<file path="src/rtl/lb_uart_rx_host_ctrl.sv">
// KCPSM-facing host controller for the UART receive path:
// config registers, 10-bit receive FIFO, status and interrupt.
module lb_uart_rx_host_ctrl #(
  parameter logic [7:0] BASE_ADDR = 8'h10,
  parameter int         FIFO_AW   = 2
) (
  input  logic        clk,
  input  logic        reset,
  input  logic [7:0]  port_id,
  input  logic        write_strobe,
  input  logic        read_strobe,
  input  logic [7:0]  out_port,
  output logic [7:0]  in_port,
  output logic        interrupt,
  input  logic        interrupt_ack,
  input  logic        rx_done,
  input  logic [7:0]  rx_data,
  input  logic        rx_perr,
  input  logic        rx_ferr,
  output logic        rx_en,
  output logic        cfg_bit8,
  output logic        cfg_parity_en,
  output logic [19:0] cfg_baud_prescale
);

  localparam int DEPTH = 1 << FIFO_AW;
  localparam logic [FIFO_AW:0] FULL_CNT = (FIFO_AW+1)'(DEPTH);
  localparam logic [FIFO_AW:0] CNT_ONE = (FIFO_AW+1)'(1);
  localparam logic [FIFO_AW-1:0] PTR_ONE = FIFO_AW'(1);

  typedef enum logic [1:0] {
    IDLE,
    PEND,
    WAIT
  } irq_st_t;

  irq_st_t st_q, st_d;

  logic [9:0]         mem_q [DEPTH];
  logic [9:0]         mem_d [DEPTH];
  logic [FIFO_AW-1:0] wptr_q, wptr_d;
  logic [FIFO_AW-1:0] rptr_q, rptr_d;
  logic [FIFO_AW:0]   cnt_q, cnt_d;
  logic               ovr_q, ovr_d;
  logic               rx_en_q, rx_en_d;
  logic               ie_q, ie_d;
  logic               par_q, par_d;
  logic               bit8_q, bit8_d;
  logic [7:0]         stg0_q, stg0_d;
  logic [7:0]         stg1_q, stg1_d;
  logic [19:0]        baud_q, baud_d;
  logic [7:0]         in_port_q, in_port_d;

  logic [7:0] off;
  logic [5:0] sel;
  logic [9:0] head;
  logic       nempty;
  logic       full;
  logic       pop;
  logic       push;
  logic       push_ok;
  logic       cfg_open;

  // Unsigned wrap makes any port_id below BASE_ADDR land out of range.
  assign off = port_id - BASE_ADDR;

  always_comb begin
    sel = '0;
    for (int i = 0; i < 6; i++) begin
      sel[i] = (off == 8'(i));
    end
  end

  assign head     = mem_q[rptr_q];
  assign nempty   = (cnt_q != '0);
  assign full     = (cnt_q == FULL_CNT);
  assign pop      = read_strobe & sel[0] & nempty;
  assign push     = rx_done & rx_en_q;
  assign push_ok  = push & (~full | pop);
  assign cfg_open = ~rx_en_q;

  always_comb begin
    mem_d  = mem_q;
    wptr_d = wptr_q;
    rptr_d = rptr_q;
    cnt_d  = cnt_q;
    ovr_d  = ovr_q;
    if (push_ok) begin
      mem_d[wptr_q] = {rx_ferr, rx_perr, rx_data};
      wptr_d = wptr_q + PTR_ONE;
    end
    if (pop) begin
      rptr_d = rptr_q + PTR_ONE;
    end
    unique case ({push_ok, pop})
      2'b10:   cnt_d = cnt_q + CNT_ONE;
      2'b01:   cnt_d = cnt_q - CNT_ONE;
      default: cnt_d = cnt_q;
    endcase
    if (write_strobe && sel[1] && out_port[4]) begin
      ovr_d = 1'b0;
    end
    if (push && full && !pop) begin
      ovr_d = 1'b1;
    end
  end

  always_comb begin
    rx_en_d = rx_en_q;
    ie_d    = ie_q;
    par_d   = par_q;
    bit8_d  = bit8_q;
    stg0_d  = stg0_q;
    stg1_d  = stg1_q;
    baud_d  = baud_q;
    if (write_strobe && sel[2]) begin
      rx_en_d = out_port[7];
      ie_d    = out_port[2];
      // Disabling the receiver in the same write unlocks the format bits.
      if (cfg_open || !out_port[7]) begin
        par_d  = out_port[1];
        bit8_d = out_port[0];
      end
    end
    if (write_strobe && cfg_open) begin
      if (sel[3]) stg0_d = out_port;
      if (sel[4]) stg1_d = out_port;
      if (sel[5]) baud_d = {out_port[3:0], stg1_q, stg0_q};
    end
  end

  always_comb begin
    in_port_d = 8'h00;
    unique case (1'b1)
      sel[0]: in_port_d = nempty ? head[7:0] : 8'h00;
      sel[1]: in_port_d = {3'b000, ovr_q, nempty & head[9],
                           nempty & head[8], full, nempty};
      sel[2]: in_port_d = {rx_en_q, 4'b0000, ie_q, par_q, bit8_q};
      sel[3]: in_port_d = baud_q[7:0];
      sel[4]: in_port_d = baud_q[15:8];
      sel[5]: in_port_d = {4'b0000, baud_q[19:16]};
      default: in_port_d = 8'h00;
    endcase
  end

  always_comb begin
    st_d = st_q;
    unique case (st_q)
      IDLE: if (ie_q && (nempty || ovr_q)) st_d = PEND;
      PEND: if (interrupt_ack) st_d = WAIT;
      WAIT: if (!nempty && !ovr_q) st_d = IDLE;
      default: st_d = IDLE;
    endcase
    if (!ie_d) begin
      st_d = IDLE;
    end
  end

  always_ff @(posedge clk or posedge reset) begin
    if (reset) begin
      st_q      <= IDLE;
      mem_q     <= '{default: '0};
      wptr_q    <= '0;
      rptr_q    <= '0;
      cnt_q     <= '0;
      ovr_q     <= 1'b0;
      rx_en_q   <= 1'b0;
      ie_q      <= 1'b0;
      par_q     <= 1'b0;
      bit8_q    <= 1'b1;
      stg0_q    <= '0;
      stg1_q    <= '0;
      baud_q    <= '0;
      in_port_q <= '0;
    end else begin
      st_q      <= st_d;
      mem_q     <= mem_d;
      wptr_q    <= wptr_d;
      rptr_q    <= rptr_d;
      cnt_q     <= cnt_d;
      ovr_q     <= ovr_d;
      rx_en_q   <= rx_en_d;
      ie_q      <= ie_d;
      par_q     <= par_d;
      bit8_q    <= bit8_d;
      stg0_q    <= stg0_d;
      stg1_q    <= stg1_d;
      baud_q    <= baud_d;
      in_port_q <= in_port_d;
    end
  end

  assign in_port           = in_port_q;
  assign interrupt         = (st_q == PEND);
  assign rx_en             = rx_en_q;
  assign cfg_bit8          = bit8_q;
  assign cfg_parity_en     = par_q;
  assign cfg_baud_prescale = baud_q;

endmodule

</file>
<file path="config.mk">
export PLATFORM = sky130hd
export DESIGN_NAME = lb_uart_rx_host_ctrl
export DESIGN_NICKNAME = d
export VERILOG_FILES = /design/src/rtl/lb_uart_rx_host_ctrl.sv
export SDC_FILE = /design/constraint.sdc
export NUM_CORES = 1
export LEC_CHECK = 0
export CELL_PAD_IN_SITES_DETAIL_PLACEMENT = 0
export CELL_PAD_IN_SITES_GLOBAL_PLACEMENT = 1
export CORE_MARGIN = 2
export CORE_UTILIZATION = 40
export DETAILED_ROUTE_END_ITERATION = 10
export PLACE_DENSITY = 0.8
export SLEW_MARGIN = 20
export SYNTH_ARGS = -nofsm -noshare
export SYNTH_HDL_FRONTEND = slang
export SYNTH_SLANG_ARGS = --single-unit
</file>
<file path="constraint.sdc">
create_clock -name clk -period 4.6 [get_ports clk]
set_input_delay 0.92 -clock clk [delete_from_list [all_inputs] [get_ports clk]]
set_output_delay 0.92 -clock clk [all_outputs]
set_load 0.02 [all_outputs]
</file>
==> metrics <==
CP max FO 7; final setup fails 0; Fmax 306 MHz; layout cells sized above 1 14.2%; worst hold path type reg -> reg; P_leak 0.00257 uW; Clock power frac 31.9%; final max-slew violation count 0; PD cells 336 nW/um^2; GR Util met3 2.87%; ANT cells 0; total CTS buffers 9; clock latency on the worst-skew pair 360 ps; Inst Count DP 503; TNS Setup 0 ps; syn nets 347; Cell Rows 38; max_slew headroom 42.5%; critical path arrival 3560 ps; first-pass GRT wire length 15400 um; CTS clk-pin slew, worst paths 110 ps; # DRC 0; Sw Pwr 478 uW; GRT met2 Usage 29.0%; Vias 2697; HPWL after detailed placement 6950 um; Cell Area, Synth 4430 um^2; Final period util 71.1%; Die Y 109 um; ANT nets after route 0; gr usage total 17.3%; Cell Int Power 1340 uW; via density per instance 5.20; DP Worst Slack 933 ps; Starting Density 40.9%; Mean Syn Cell Area 14.3 um^2; Post-CTS Setup Bufs 0; Most Crowded Layer GR met2; met1 Use GR 23.3%; largest net degree at the start of global routing 35; design area 5420 um^2; CTS HTree Levels 3; #FFs+latches synth 98; die area 11900 um^2; Peak VDD IR 0.176 mV; status finished, final reports clean; area share of the largest cell type after synthesis 54.8%; worst setup margin 1330 ps; Synth area leader dfrtp_1; synth cell count leaders 97 x dfrtp_1, 70 x mux2_1, 14 x mux2_2; Layout Nets 412; r2r worst-path depth 10; Post-CTS Resized 0; CTS Sinks 98; synth warn 0; Layout Cells excl Fill 519; Iter 0 DRT Violations 87; CTS tree built; vias in the first global route 2918; Cells after Synth 309; Seq/Total Area, Yosys 55.4%; Core ar. 10800 um^2; I/O Pins 64; Post-synth ARST share 100%; Die W 109 um; Least-Margin Pin Slew 855 ps; final wirelength 9620 um; root buffer cell clkbuf_8; CTS Hold Bufs 0; Tmin final 3270 ps; Clock Skews 17.9 ps; RSZ-0062 raised after global routing false; Avg WL per Cell 18.5 um; critical path required time 4880 ps; Max Cap Viol 0; Congestion Overflow GR 0; Seq pwr share 55.1%; clk buf depth 2; crit path kind in -> reg; Worst setup SP type primary input; Sw Share 26.2%; DR pass1 iterations 4; routability cong. 0.779; count leader, synth dfrtp_1; Hold Path Stages 1; Critical Path End Type flop; Logic pwr share 12.9%; Fin. Hold Viols 0; Synth area leaders dfrtp_1 55%, mux2_1 18%, mux4_2 5.1%; R2R Setup Slk 2110 ps; Port Buffers 63; Post-synth EDFFs 0; initial antenna violation count 0; Synth cell types 49; placed inst area 5210 um^2; Top FF cell, synth dfrtp_1; Area Growth Syn to Fin 22.3%; post-layout util 50.0%
[critical path: stages]
cell and delay, ps:
clkdlybuf4s50_1 450, or4b_4 590, nor2_1 310, and3_1 260, ha_1 190, inv_1 60, fa_1 370, xor2_1 150
nor2_1 110, xor2_1 150
[area by class of cell]
type | instances | area, um^2
clock buffer | 10 | 138
clock inverter | 6 | 73.8
fill | 957 | 5420
inverter | 9 | 35.0
multi-input combinational | 188 | 1880
sequential | 98 | 2450
tap | 140 | 175
timing repair buffer | 68 | 668
[sequential cells by signal (all words and copies together) (netlist names)]
| register | cells |
|---|---|
| cfg_parity_en | 1 |
| stg0_q | 8 |
| ovr_q | 1 |
| mem_q | 40 |
| cfg_baud_prescale | 20 |
| st_q | 2 |
| stg1_q | 8 |
| ie_q | 1 |
| rx_en | 1 |
| in_port | 8 |
| wptr_q | 2 |
| cnt_q | 3 |
| cfg_bit8 | 1 |
| rptr_q | 2 |
[stage by stage]
step                power (uW)  hold WS (ps)
global placement          1250           448
CTS                       1840           483
finish                    1820           481
detailed placement        1260           468
global route              1920           510
floorplan                 1160           431
[power by group through the flow]
| stage | clock, uW | combinational [uW] | sequential (uW) |
|---|---|---|---|
| finish | 582 | 236 | 1000 |
| global route | 634 | 266 | 1020 |
| CTS | 597 | 241 | 1010 |
| detailed placement | 0 | 241 | 1020 |
| global placement | 0 | 229 | 1020 |
| floorplan | 0 | 159 | 1000 |
[per-layer routing]
layer	part of all wire, %	vias to the layer above
met3	3.8	12
li1	-	1250
met5	0	-
met1	46	1379
met4	1.3	0
met2	49	56
[logic make-up (layout without fill, tap and decap cells)]
kind of cell,Yosys count,after routing,synth area share [%]
AOI/OAI and AO/OA,24,24,4.24
xor gates and xnor gates,6,6,1.19
adders and majority gates,6,6,1.86
buffers and inverters,23,93,2.40
DFF,98,98,55.4
muxes,100,100,27.8
and+or+nand+nor,52,52,7.12
[cell usage in the layout (no fill, tap or decap), types with 4 or more instances in the layout]
cell type        synthesis  final
and3_1                   8      8
nor3_1                   4      4
clkbuf_8                 0     10
dfrtp_1                 97     97
nand2_1                  6      6
mux4_2                  10     10
clkdlybuf4s50_1          0     63
buf_4                    4      5
a21oi_1                  4      4
nor2b_1                  4      4
inv_1                    8      7
mux2i_1                  6      6
mux2_1                  70     70
mux2_2                  14     14
ha_1                     5      5
nand2b_1                 4      4
nor2_1                   6      6
[worst paths after layout]
check | start | endpoint
setup / recovery | port_id[3] | cnt_q[2]
hold / removal | st_q[1] | st_q[0]
setup reg to reg | cnt_q[0] | cnt_q[2]
hold reg to reg | st_q[1] | st_q[0]
max in group asynchronous | reset | stg0_q[2]
min in group asynchronous | reset | cfg_baud_prescale[18]
Note: power is estimated with default switching activity, not from simulation.
